==> config.mk <==
export PLATFORM = sky130hd
export DESIGN_NAME = rr_bank_arbiter
export DESIGN_NICKNAME = d
export VERILOG_FILES = /design/src/rtl/rr_bank_arbiter.sv
export SDC_FILE = /design/constraint.sdc
export NUM_CORES = 1
export LEC_CHECK = 0
export BUFFER_PORTS_ARGS = -buffer_cell sky130_fd_sc_hd__buf_2
export CORE_UTILIZATION = 36
export DETAILED_ROUTE_END_ITERATION = 12
export GPL_TIMING_DRIVEN = 1
export PLACE_DENSITY = 0.83
export SETUP_SLACK_MARGIN = 0.3
export SLEW_MARGIN = 20
export SYNTH_ARGS = -nofsm -noshare
export SYNTH_HDL_FRONTEND = slang
export SYNTH_SLANG_ARGS = --single-unit
export TNS_END_PERCENT = 20
==> constraint.sdc <==
create_clock -name clk -period 1.99 [get_ports clk]
set_input_delay 0.2985 -clock clk [delete_from_list [all_inputs] [get_ports clk]]
set_output_delay 0.2985 -clock clk [all_outputs]
set_load 0.02 [all_outputs]
==> src/rtl/rr_bank_arbiter.sv <==
// rr_bank_arbiter: shares one single-port PLM bank among NCONSUMERS requesters.
// The arbiter grants one request per cycle in round-robin order, starting from a
// pivot. A tag pipeline, READ_LATENCY stages deep, follows each granted read so
// that the read data returns only to the consumer that issued the read.
//
// Handshake: each requests[i] entry is {addr, value, wr, valid} with valid at
// bit 0. A consumer holds its request stable until grants[i] is high in the
// same cycle. In that cycle the PLM samples plm_input. On the next cycle the
// consumer may present a new request or drop valid. A grant is never revoked.
// A read's data comes back exactly READ_LATENCY cycles after its grant, for one
// cycle, with resp_valid one-hot on the owner. Writes produce no response.
module rr_bank_arbiter #(
  parameter int ADDR_WIDTH   = 4,
  parameter int VALUE_WIDTH  = 8,
  parameter int NCONSUMERS   = 4,
  parameter int READ_LATENCY = 1
) (
  input  logic                              clk,
  input  logic                              reset,
  input  logic [ADDR_WIDTH+VALUE_WIDTH+1:0] requests [NCONSUMERS],
  output logic [NCONSUMERS-1:0]             grants,
  output logic [ADDR_WIDTH+VALUE_WIDTH:0]   plm_input,
  input  logic [VALUE_WIDTH-1:0]            plm_output,
  output logic [NCONSUMERS-1:0]             resp_valid,
  output logic [VALUE_WIDTH-1:0]            resp_value
);

  localparam int REQ_WIDTH = ADDR_WIDTH + VALUE_WIDTH + 2;
  localparam int ID_WIDTH  = ($clog2(NCONSUMERS) > 1) ? $clog2(NCONSUMERS) : 1;

  logic [ID_WIDTH-1:0]   pivot;
  logic [NCONSUMERS-1:0] valid_vec;
  logic                  found;
  logic [ID_WIDTH-1:0]   winner;
  logic [ID_WIDTH:0]     scan_sum;
  logic [REQ_WIDTH-1:0]  win_req;
  logic                  grant_any;
  logic                  tag_valid [READ_LATENCY];
  logic [ID_WIDTH-1:0]   tag_id    [READ_LATENCY];

  // Collect the valid bit of every consumer into one vector.
  always_comb begin
    valid_vec = '0;
    for (int i = 0; i < NCONSUMERS; i++) begin
      valid_vec[i] = requests[i][0];
    end
  end

  // Scan from the pivot upward with an explicit wrap. The first valid consumer wins.
  always_comb begin
    found    = 1'b0;
    winner   = '0;
    scan_sum = '0;
    for (int k = 0; k < NCONSUMERS; k++) begin
      scan_sum = {1'b0, pivot} + (ID_WIDTH+1)'(k);
      if (scan_sum >= (ID_WIDTH+1)'(NCONSUMERS)) begin
        scan_sum = scan_sum - (ID_WIDTH+1)'(NCONSUMERS);
      end
      if (!found && valid_vec[scan_sum[ID_WIDTH-1:0]]) begin
        found  = 1'b1;
        winner = scan_sum[ID_WIDTH-1:0];
      end
    end
  end

  // Drive the grant and the PLM request. Both are forced to zero while reset is held.
  always_comb begin
    win_req   = requests[winner];
    grant_any = found && !reset;
    grants    = grant_any ? (NCONSUMERS'(1) << winner) : '0;
    plm_input = grant_any ? win_req[REQ_WIDTH-1:1] : '0;
  end

  // On a grant, advance the pivot to one past the winner, wrapping to 0.
  always_ff @(posedge clk or posedge reset) begin
    if (reset) begin
      pivot <= '0;
    end else if (grant_any) begin
      pivot <= (winner == ID_WIDTH'(NCONSUMERS - 1)) ? '0 : winner + ID_WIDTH'(1);
    end
  end

  // Tag pipeline. A granted read enters stage 0. Every stage shifts forward each cycle.
  always_ff @(posedge clk or posedge reset) begin
    if (reset) begin
      for (int s = 0; s < READ_LATENCY; s++) begin
        tag_valid[s] <= 1'b0;
        tag_id[s]    <= '0;
      end
    end else begin
      tag_valid[0] <= grant_any && !win_req[1];
      tag_id[0]    <= winner;
      for (int s = 1; s < READ_LATENCY; s++) begin
        tag_valid[s] <= tag_valid[s-1];
        tag_id[s]    <= tag_id[s-1];
      end
    end
  end

  // The last stage routes the PLM read data to its owner.
  always_comb begin
    resp_valid = tag_valid[READ_LATENCY-1] ? (NCONSUMERS'(1) << tag_id[READ_LATENCY-1]) : '0;
    resp_value = tag_valid[READ_LATENCY-1] ? plm_output : '0;
  end

endmodule

After elaboration in Yosys (flattened, before gate mapping)
Cells that the tools add are included.
{"block": "totals", "reg_bits": 5, "output_inout_bits": 29, "word_cells": 62, "input_bits": 66}
{"block": "classes", "n_bitwise": 1, "n_shift": 2, "n_lt_le_gt_ge": 9, "addsub": 8, "n_mux": 28, "eq_ne": 1, "reduce_logical": 10}
{"op": "binary-select mux 14 bit (select 2 bit)", "n": 1}
{"op": "two-way mux 14 bit", "n": 2}
{"op": "two-way mux 2 bit", "n": 9}
{"op": "two-way mux 13 bit", "n": 1}
{"op": ">= comparator 3 bit, second input constant", "n": 4}
{"op": "less-than comparator 2 x 3 -> 1 bit, second input constant", "n": 4}
{"op": "binary-select mux 1 bit (select 2 bit)", "n": 4}
{"op": "two-way mux 1 bit", "n": 8}
{"op": "two-way mux 4 bit", "n": 2}
{"op": "two-way mux 8 bit", "n": 1}
{"op": "left shift 1 x 2 -> 4 bit, first input constant", "n": 2}
{"op": "subtractor 2 x 1 -> 2 bit, second input constant", "n": 4}
{"op": "adder 2 x 2 -> 3 bit, second input constant", "n": 2}
{"op": "logical AND 1 bit", "n": 5}
{"op": "logical NOT 1 bit", "n": 5}
{"op": "adder 2 x 1 -> 3 bit, second input constant", "n": 1}
{"op": ">= comparator 2 x 3 -> 1 bit, second input constant", "n": 1}
{"op": "NOT 2 -> 3 bit", "n": 1}
{"op": "adder 2 x 1 -> 2 bit, second input constant", "n": 1}
{"op": "== test 2 bit, second input constant", "n": 1}

Longest topological paths before layout
Gate-level depths: netlist of run 1.
{"block": "logic_depth", "word_depth": 20, "depth_mapped": 8, "mapped_depth_nobuf": 6}

Least setup slack after synthesis of run 1
Ideal clock, no wire load.
{"block": "synth_path", "path_type": "register to output", "startpoint": "register pivot[1]", "endpoint": "output port grants[1]", "path_buffers": 2, "required_time_ns": 1.691, "arrival_time_ns": 1.504, "path_slack_ns": 0.187, "stages_incl_launch_ff": 9, "cell_sequence": "dfrtp_1 > nand2_1 > nand3b_1 > a2bb2oi_2 > buf_6 > buf_6 > inv_1 > ha_1 > and2_1"}
{"block": "synth_via", "elab_chain_cells": 16, "word_cells_on_any_way": 40, "cone_classes": "add/sub: 7; order compare: 4; shift: 1; mux: 21; reduce/logical: 7"}
{"item": "from (decl)", "line": "31", "text": "logic [ID_WIDTH-1:0] pivot;"}
{"item": "from (signal assigned)", "line": "79", "text": "pivot <= (winner == ID_WIDTH'(NCONSUMERS - 1)) ? '0 : winner + ID_WIDTH'(1);"}
{"item": "parallel branches: the longest is 13 deep, another holds adder 2 x 1 -> 3 bit"}
{"item": "two-way mux 2 bit (*)", "line": "59", "text": "if (!found && valid_vec[scan_sum[ID_WIDTH-1:0]]) begin"}
{"item": "via winner[1]", "line": "34", "text": "logic [ID_WIDTH-1:0] winner;"}
{"item": "left shift 1 x 2 -> 4 bit (*)", "line": "70", "text": "grants = grant_any ? (NCONSUMERS'(1) << winner) : '0;"}
{"item": "two-way mux 4 bit (*)", "line": "70"}
{"item": "to (decl)", "line": "21", "text": "output logic [NCONSUMERS-1:0] grants,"}
Mark *: on every way through the listed nets, which the timed path passes. The select of a mux whose other input is x is not followed.

Worst setup path after layout of run 1
{"block": "layout_path", "startpoint": "register pivot[1]", "endpoint": "output port plm_input[7]"}
{"block": "layout_via", "elab_chain_cells": 19, "word_cells_on_any_way": 43, "cone_classes": "add/sub: 7; order compare: 4; mux: 24; bitwise: 1; reduce/logical: 7"}
{"item": "parallel branches: the longest is 18 deep, another holds adder 2 x 1 -> 3 bit"}
{"item": "two-way mux 13 bit (*)", "line": "71", "text": "plm_input = grant_any ? win_req[REQ_WIDTH-1:1] : '0;"}
{"item": "to (decl)", "line": "22", "text": "output logic [ADDR_WIDTH+VALUE_WIDTH:0] plm_input,"}
Mark *: on every way between the ends. The select of a mux whose other input is x is not followed.

==> impl_metrics.env, run 1 <==
export IMPL_status="finished with violations"
export IMPL_violations="setup timing"
export IMPL_tritoncts="built"
export IMPL_clock_skew_ps=2.23
export IMPL_clockBufferDepth=2
export IMPL_ys_ff_latch=5
export IMPL_rsz0062_at_grt="true"
export IMPL_num_fill_cells=177
export IMPL_end_kind="output pin"
export IMPL_drtAntennaViolNets=0
export IMPL_cts_sinks=5
export IMPL_worst_ir_drop_vdd_mv=0.677
export IMPL_synth_distinct_cells=28
export IMPL_p_comb_share_pct=82.9
export IMPL_grt_antenna_before_repair=0
export IMPL_totalWireLength_mm=3.25
export IMPL_hold_path_class="primary input to flip-flop"
export IMPL_setup_viol=17
export IMPL_post_drt_wl_per_cell_um=14.1
export IMPL_multiInputGateArea_um2=866
export IMPL_hold_viol=0
export IMPL_synthesis_nets=164
export IMPL_worstMarginPinSlew_ps=389
export IMPL_postLayoutCoreUtil_pct=72.7
export IMPL_cp_max_fo=6
export IMPL_fmax_mhz=455
export IMPL_syn_to_final_growth_pct=92.1
export IMPL_vias=1184
export IMPL_diodes=0
export IMPL_cts_max_level=1
export IMPL_drc_errors=0
export IMPL_crit_path_max_incr_delay_ps=430
export IMPL_die_x_um=52.8
export IMPL_dp_slack_ps=54.4
export IMPL_criticalPathCategory="flip-flop to output pin"
export IMPL_internal_power_uw=993
export IMPL_period_needed_ps=2200
export IMPL_first_iter_violations=16
export IMPL_grt_overflow_total=0
export IMPL_cts_clk_slew_worst_paths_ps=40
export IMPL_relSlewSlack_pct=74.0
export IMPL_seq_area_frac_synth_pct=13.5
export IMPL_gp_congestion=0.819
export IMPL_timing_final_ws_setup_ps=-207
export IMPL_syn_area_per_cell_um2=9.89
export IMPL_seq_power_share_pct=10.4
export IMPL_firstDrtPassIters=4
export IMPL_switching_power_uw=743
export IMPL_grt_pass1_wl_mm=4.33
export IMPL_port_buffers=94
export IMPL_powerDensity_mw_per_mm2=973
export IMPL_arrival_ps=1900
export IMPL_worst_setup_path_start_kind="flip-flop"
export IMPL_grt_max_degree=15
export IMPL_dieArea_mm2=0.00279
export IMPL_critPathTopFamily="buffers and inverters"
export IMPL_synthesis_instances=94
export IMPL_initial_utilization_pct=37.9
export IMPL_syn_area_um2=930
export IMPL_finalPower_mw=1.74
export IMPL_grt_use_total_pct=21.3
export IMPL_seqCellArea_um2=126
export IMPL_drive_gt1_share_pct=76.5
export IMPL_cp_required_ps=1690
export IMPL_core_area_mm2=0.00245
export IMPL_max_cap_violations=0
export IMPL_worstSkewPairLatency_ps=240
export IMPL_nets=271
export IMPL_synth_warnings=0
export IMPL_clock_power_share_pct=6.7
export IMPL_viasPerCell=5.15
export IMPL_p_leak_nw=0.924
export IMPL_grt_pass1_vias=1018
export IMPL_clockRootBuffer="clkbuf_4"
export IMPL_timing_final_crit_share_pct=110
export IMPL_crit_top_cell="buf_6"
export IMPL_path_buf_inv=3
export IMPL_finalMaxSlewViolations=0
export IMPL_fp_dieH_um=52.8
export IMPL_tns_ps=-2650
export IMPL_hpwlAfterDp_mm=2.24
export IMPL_rows=18
export IMPL_crit_chain="nand2_2 -> nand3b_1 -> a2bb2oi_4 -> buf_6 -> buf_12 -> mux2i_2 -> o22ai_2 -> buf_6"
export IMPL_crit_path_top_delay_cell="dfrtp_2"
export IMPL_cts_buffers=3
export IMPL_ios=95
export IMPL_switching_share_pct=42.8
## power groups by stage
stage	sequential (mW)	combinational [mW]	clock, mW
after floorplan	0.166	0.795	0
after global placement	0.178	1.01	0
after detailed placement	0.178	1.03	0
after CTS	0.177	1.24	0.119
after global routing	0.187	1.52	0.128
final	0.181	1.44	0.116
## cell usage in the layout, fill, tap and decap left out, types with 2 or more instances in the layout
master,Yosys,layout
buf_2,0,84
mux2i_1,27,12
and2_1,12,10
buf_16,0,2
nand2_4,2,2
inv_1,3,2
ha_1,4,3
clkbuf_4,0,3
and2_4,0,2
mux2i_2,0,9
a21oi_1,3,3
o22ai_2,10,13
mux2i_4,0,6
inv_2,1,2
nor3b_1,2,2
nor2_1,2,2
mux2_2,2,2
buf_4,0,8
dfrtp_1,5,4
buf_6,3,11
## kinds of logic after synthesis
group / Yosys count / synth area share (%)
simple gates: 27 / 19.8
compound gates: 19 / 20.5
flops: 5 / 13.5
fa+ha+maj: 4 / 5.38
mux: 29 / 31.5
buf+inv: 10 / 9.42
## registers in the layout, indices dropped and copies added, names as in the netlist
name / cells
pivot: 2
tag_id: 2
tag_valid: 1
## area by class of cell
| class | count | area share (%) |
|---|---|---|
| timing repair buffer | 108 | 40.0 |
| multi-input combinational | 79 | 48.5 |
| tap | 30 | 2.10 |
| clock buffer | 4 | 1.47 |
| inverter | 4 | 0.841 |
| sequential | 5 | 7.08 |
## routing by layer
layer / GRT usage (%) / wire length, um / part of all wire, % / vias up
met5: 0 / 0 / 0 / -
met4: 3.95 / 23 / 0.71 / 0
met3: 2.90 / 239 / 7.4 / 4
met2: 44.9 / 1860 / 57 / 64
met1: 21.2 / 1130 / 35 / 556
li1: - / - / - / 560
## final timing paths
path | start | to | slack [ps] | cells past startpoint
max | pivot[1] | plm_input[7] | -210 | 8
min | reset | tag_valid | 520 | 3
max reg2reg | pivot[1] | tag_valid | 230 | 7
min reg2reg | pivot[0] | pivot[0] | 580 | 2
max in group asynchronous | reset | pivot[1] | 1270 | 3
min in group asynchronous | reset | pivot[0] | 540 | 3
## cell usage after synthesis
master     count  share of area (%)
nor4_1         1               0.67
nor3_1         1               0.54
nor2_1         2               0.81
nor3_4         1                1.8
nor3b_1        2                1.6
and3b_1        1               0.94
buf_12         1                2.2
a2bb2o_2       1                1.2
a21oi_1        3                1.6
nor2_2         1               0.67
nand3b_1       1               0.81
inv_1          3                1.2
nand2_4        2                2.4
buf_8          1                1.6
mux2_2         2                2.4
ha_1           4                5.4
a2bb2oi_2      1                1.6
o22ai_1        3                2.0
clkbuf_1       1               0.40
nand2_1        2               0.81
and3_1         1               0.67
mux2i_1       27                 29
o22ai_2       10                 13
and2_1        12                8.1
buf_6          3                3.6
o21ai_1        1               0.54
dfrtp_1        5                 13
inv_2          1               0.40
## repair_timing
item / in CTS / in global routing
pin swaps: 3 / 3
hold buffers: 1 / 0
setup buffers: 4 / 0
setup endpoints to repair: 18 / 19
gates resized for setup: 14 / 32
endpoints found under the hold margin: 5 / 0
cloned: 2 / 1
## metrics by stage
stage / hold WS (ps) / instance area [um2] / instances
6_report: 516 / 1790 / 230
5_1_grt: 530 / 1790 / 230
4_1_cts: 493 / 1620 / 229
3_5_place_dp: 233 / 1460 / 218
3_3_place_gp: 226 / 1460 / 218
2_1_floorplan: 77.0 / 960 / 94
## worst min-delay path: cells and delay by family
| kind | cells | cell delay, ps |
|---|---|---|
| buf+inv | 1 | 100 |
| compound gates | 1 | 230 |
| simple gates | 1 | 60 |
Note: power is estimated with default switching activity, not from simulation.
==> run 2, diff against run 1 <==
--- a/config.mk
+++ b/config.mk
@@ -6,6 +6,7 @@
 export NUM_CORES = 1
 export LEC_CHECK = 0
 export BUFFER_PORTS_ARGS = -buffer_cell sky130_fd_sc_hd__buf_2
+export CORE_ASPECT_RATIO = 1.1
 export CORE_UTILIZATION = 36
 export DETAILED_ROUTE_END_ITERATION = 12
 export GPL_TIMING_DRIVEN = 1
==> constraint.sdc (replaced) <==
create_clock -name clk -period 1.99 [get_ports clk]
set_input_delay 0.398 -clock clk [delete_from_list [all_inputs] [get_ports clk]]
set_output_delay 0.398 -clock clk [all_outputs]
set_load 0.02 [all_outputs]
==> run 2 against run 1 <==
Effect of this change:
- the run still ends with setup timing left
- via count grew 3.8%
- first-iteration DRC count shrank 19%
- global-route usage grew 4.0 points
- fmax shrank 5.9%
- routed wire length grew 15%
- critical path type unchanged
- critical endpoint is now plm_input[5]
- highest routed layer unchanged
==> impl_metrics.env, run 2 (synthesis gave the netlist of run 1 again) <==
export IMPL_end_kind="output pin"
export IMPL_finalMaxSlewViolations=0
export IMPL_grt_use_total_pct=25.3
export IMPL_setup_viol=17
export IMPL_cts_max_level=1
export IMPL_clockRootBuffer="clkbuf_4"
export IMPL_grt_pass1_wl_mm=5.42
export IMPL_die_x_um=50.5
export IMPL_path_buf_inv=3
export IMPL_port_buffers=94
export IMPL_syn_to_final_growth_pct=100
export IMPL_post_drt_wl_per_cell_um=16.0
export IMPL_rrSetupSlack_ps=190
export IMPL_powerDensity_mw_per_mm2=1010
export IMPL_initial_utilization_pct=39.7
export IMPL_vias=1229
export IMPL_clockBufferDepth=2
export IMPL_hold_viol=0
export IMPL_final_area_mm2=0.00186
export IMPL_worst_setup_path_start_kind="flip-flop"
export IMPL_ios=95
export IMPL_max_cap_violations=0
export IMPL_worst_ir_drop_vdd_mv=0.609
export IMPL_period_needed_ps=2330
export IMPL_worstSkewPairLatency_ps=240
export IMPL_place_area_mm2=0.00148
export IMPL_holdBufCountCts=0
export IMPL_p_leak_nw=0.956
export IMPL_tritoncts="built"
export IMPL_nets=274
export IMPL_final_common_cell="buf_2"
export IMPL_grt_antenna_before_repair=0
export IMPL_core_area_mm2=0.00234
export IMPL_relSlewSlack_pct=69.4
export IMPL_timing_final_ws_setup_ps=-344
export IMPL_drc_errors=0
export IMPL_rsz0062_at_grt="true"
export IMPL_rows=18
export IMPL_violations="setup timing"
export IMPL_crit_chain="nand2_2 -> nand3b_1 -> a2bb2oi_4 -> buf_6 -> clkbuf_16 -> mux2i_1 -> o22ai_2 -> buf_6"
export IMPL_crit_path_max_incr_delay_ps=450
export IMPL_cp_max_fo=5
export IMPL_grt_max_degree=15
export IMPL_drtAntennaViolNets=0
export IMPL_gp_congestion=0.909
export IMPL_cts_sinks=5
export IMPL_fp_dieH_um=55.3
export IMPL_clock_skew_ps=7.76
export IMPL_dieArea_mm2=0.00279
export IMPL_layout_common_cells="buf_2 (79), buf_6 (16), mux2i_1 (15)"
export IMPL_critPathTopFamily="flip-flops"
export IMPL_diodes=0
export IMPL_dp_slack_ps=-122
export IMPL_fmax_mhz=428
export IMPL_worstMarginPinSlew_ps=455
export IMPL_arrival_ps=1940
export IMPL_drive_gt1_share_pct=77.8
export IMPL_totalWireLength_mm=3.72
export IMPL_crit_top_cell="buf_6"
export IMPL_criticalPathCategory="flip-flop to output pin"
export IMPL_first_iter_violations=13
export IMPL_timing_final_crit_share_pct=117
export IMPL_grt_pass1_vias=1305
export IMPL_cts_buffers=3
export IMPL_reg2reg_from="pivot[1]"
export IMPL_whs_ps=78.8
export IMPL_hpwlAfterDp_mm=2.34
export IMPL_ff2ff_path_depth=7
export IMPL_cp_required_ps=1590
export IMPL_viasPerCell=5.27
export IMPL_grt_overflow_total=0
export IMPL_cts_clk_slew_worst_paths_ps=50
export IMPL_status="finished with violations"
export IMPL_firstDrtPassIters=4
export IMPL_crit_path_top_delay_cell="dfrtp_2"
export IMPL_reg_largest_list="pivot (2), tag_id (2), tag_valid (1)"
export IMPL_reg2reg_to="tag_valid"
export IMPL_hold_path_class="primary input to asynchronous set/reset pin"
## run 2: cell count changes in the layout (fill, tap and decap cells not counted), sizes merged
cell         change
nand2            +1
dlygate4sd3      -1
buf              +3
## run 2: area by class of cell
cell class                 count  area (um2)
inverter                       4        15.0
fill                         145         479
tap                           30        37.5
multi-input combinational     80         880
sequential                     5         126
clock buffer                   4        26.3
timing repair buffer         110         778
## run 2: metrics by stage
step / std cells / total power, mW / util [%] / setup TNS [ps]
floorplan: 94 / 0.961 / - / 0
global placement: 220 / 1.20 / 63.0 / -716
detailed placement: 220 / 1.23 / 63.0 / -1310
CTS: 232 / 1.66 / 72.8 / -4410
global route: 233 / 1.99 / 79.5 / -6700
finish: 233 / 1.88 / 79.5 / -5000
## run 2: how the worst max path moves through the flow
stage / slack (ps) / cells after the start / end / startpoint
4_1_cts: -270 / 8 / plm_input[0] / pivot[1]
5_1_grt: -450 / 8 / plm_input[5] / pivot[1]
3_3_place_gp: -70 / 7 / plm_input[2] / requests[42]
2_1_floorplan: 140 / 6 / plm_input[0] / pivot[1]
6_report: -340 / 8 / plm_input[5] / pivot[1]
3_5_place_dp: -120 / 7 / plm_input[3] / requests[42]
## run 2: repair_timing
action,CTS,global route
cloned,3,1
setup endpoints to repair,19,19
resized for setup,28,31
buffers inserted,5,0
pin swaps,8,8
## run 2: power breakdown
| group | leakage (nW) | total (mW) | internal [mW] | switching [mW] |
|---|---|---|---|---|
| logic | 0.881 | 1.58 | 0.867 | 0.712 |
| clock network | 0.0150 | 0.118 | 0.0758 | 0.0421 |
| registers | 0.0595 | 0.187 | 0.140 | 0.0473 |
## run 2: metal layers
| layer | GRT usage, % | part of all wire (%) |
|---|---|---|
| met2 | 50.3 | 56 |
| met5 | 0 | 0 |
| met4 | 9.13 | 1.9 |
| met3 | 5.23 | 6.6 |
| met1 | 24.4 | 35 |
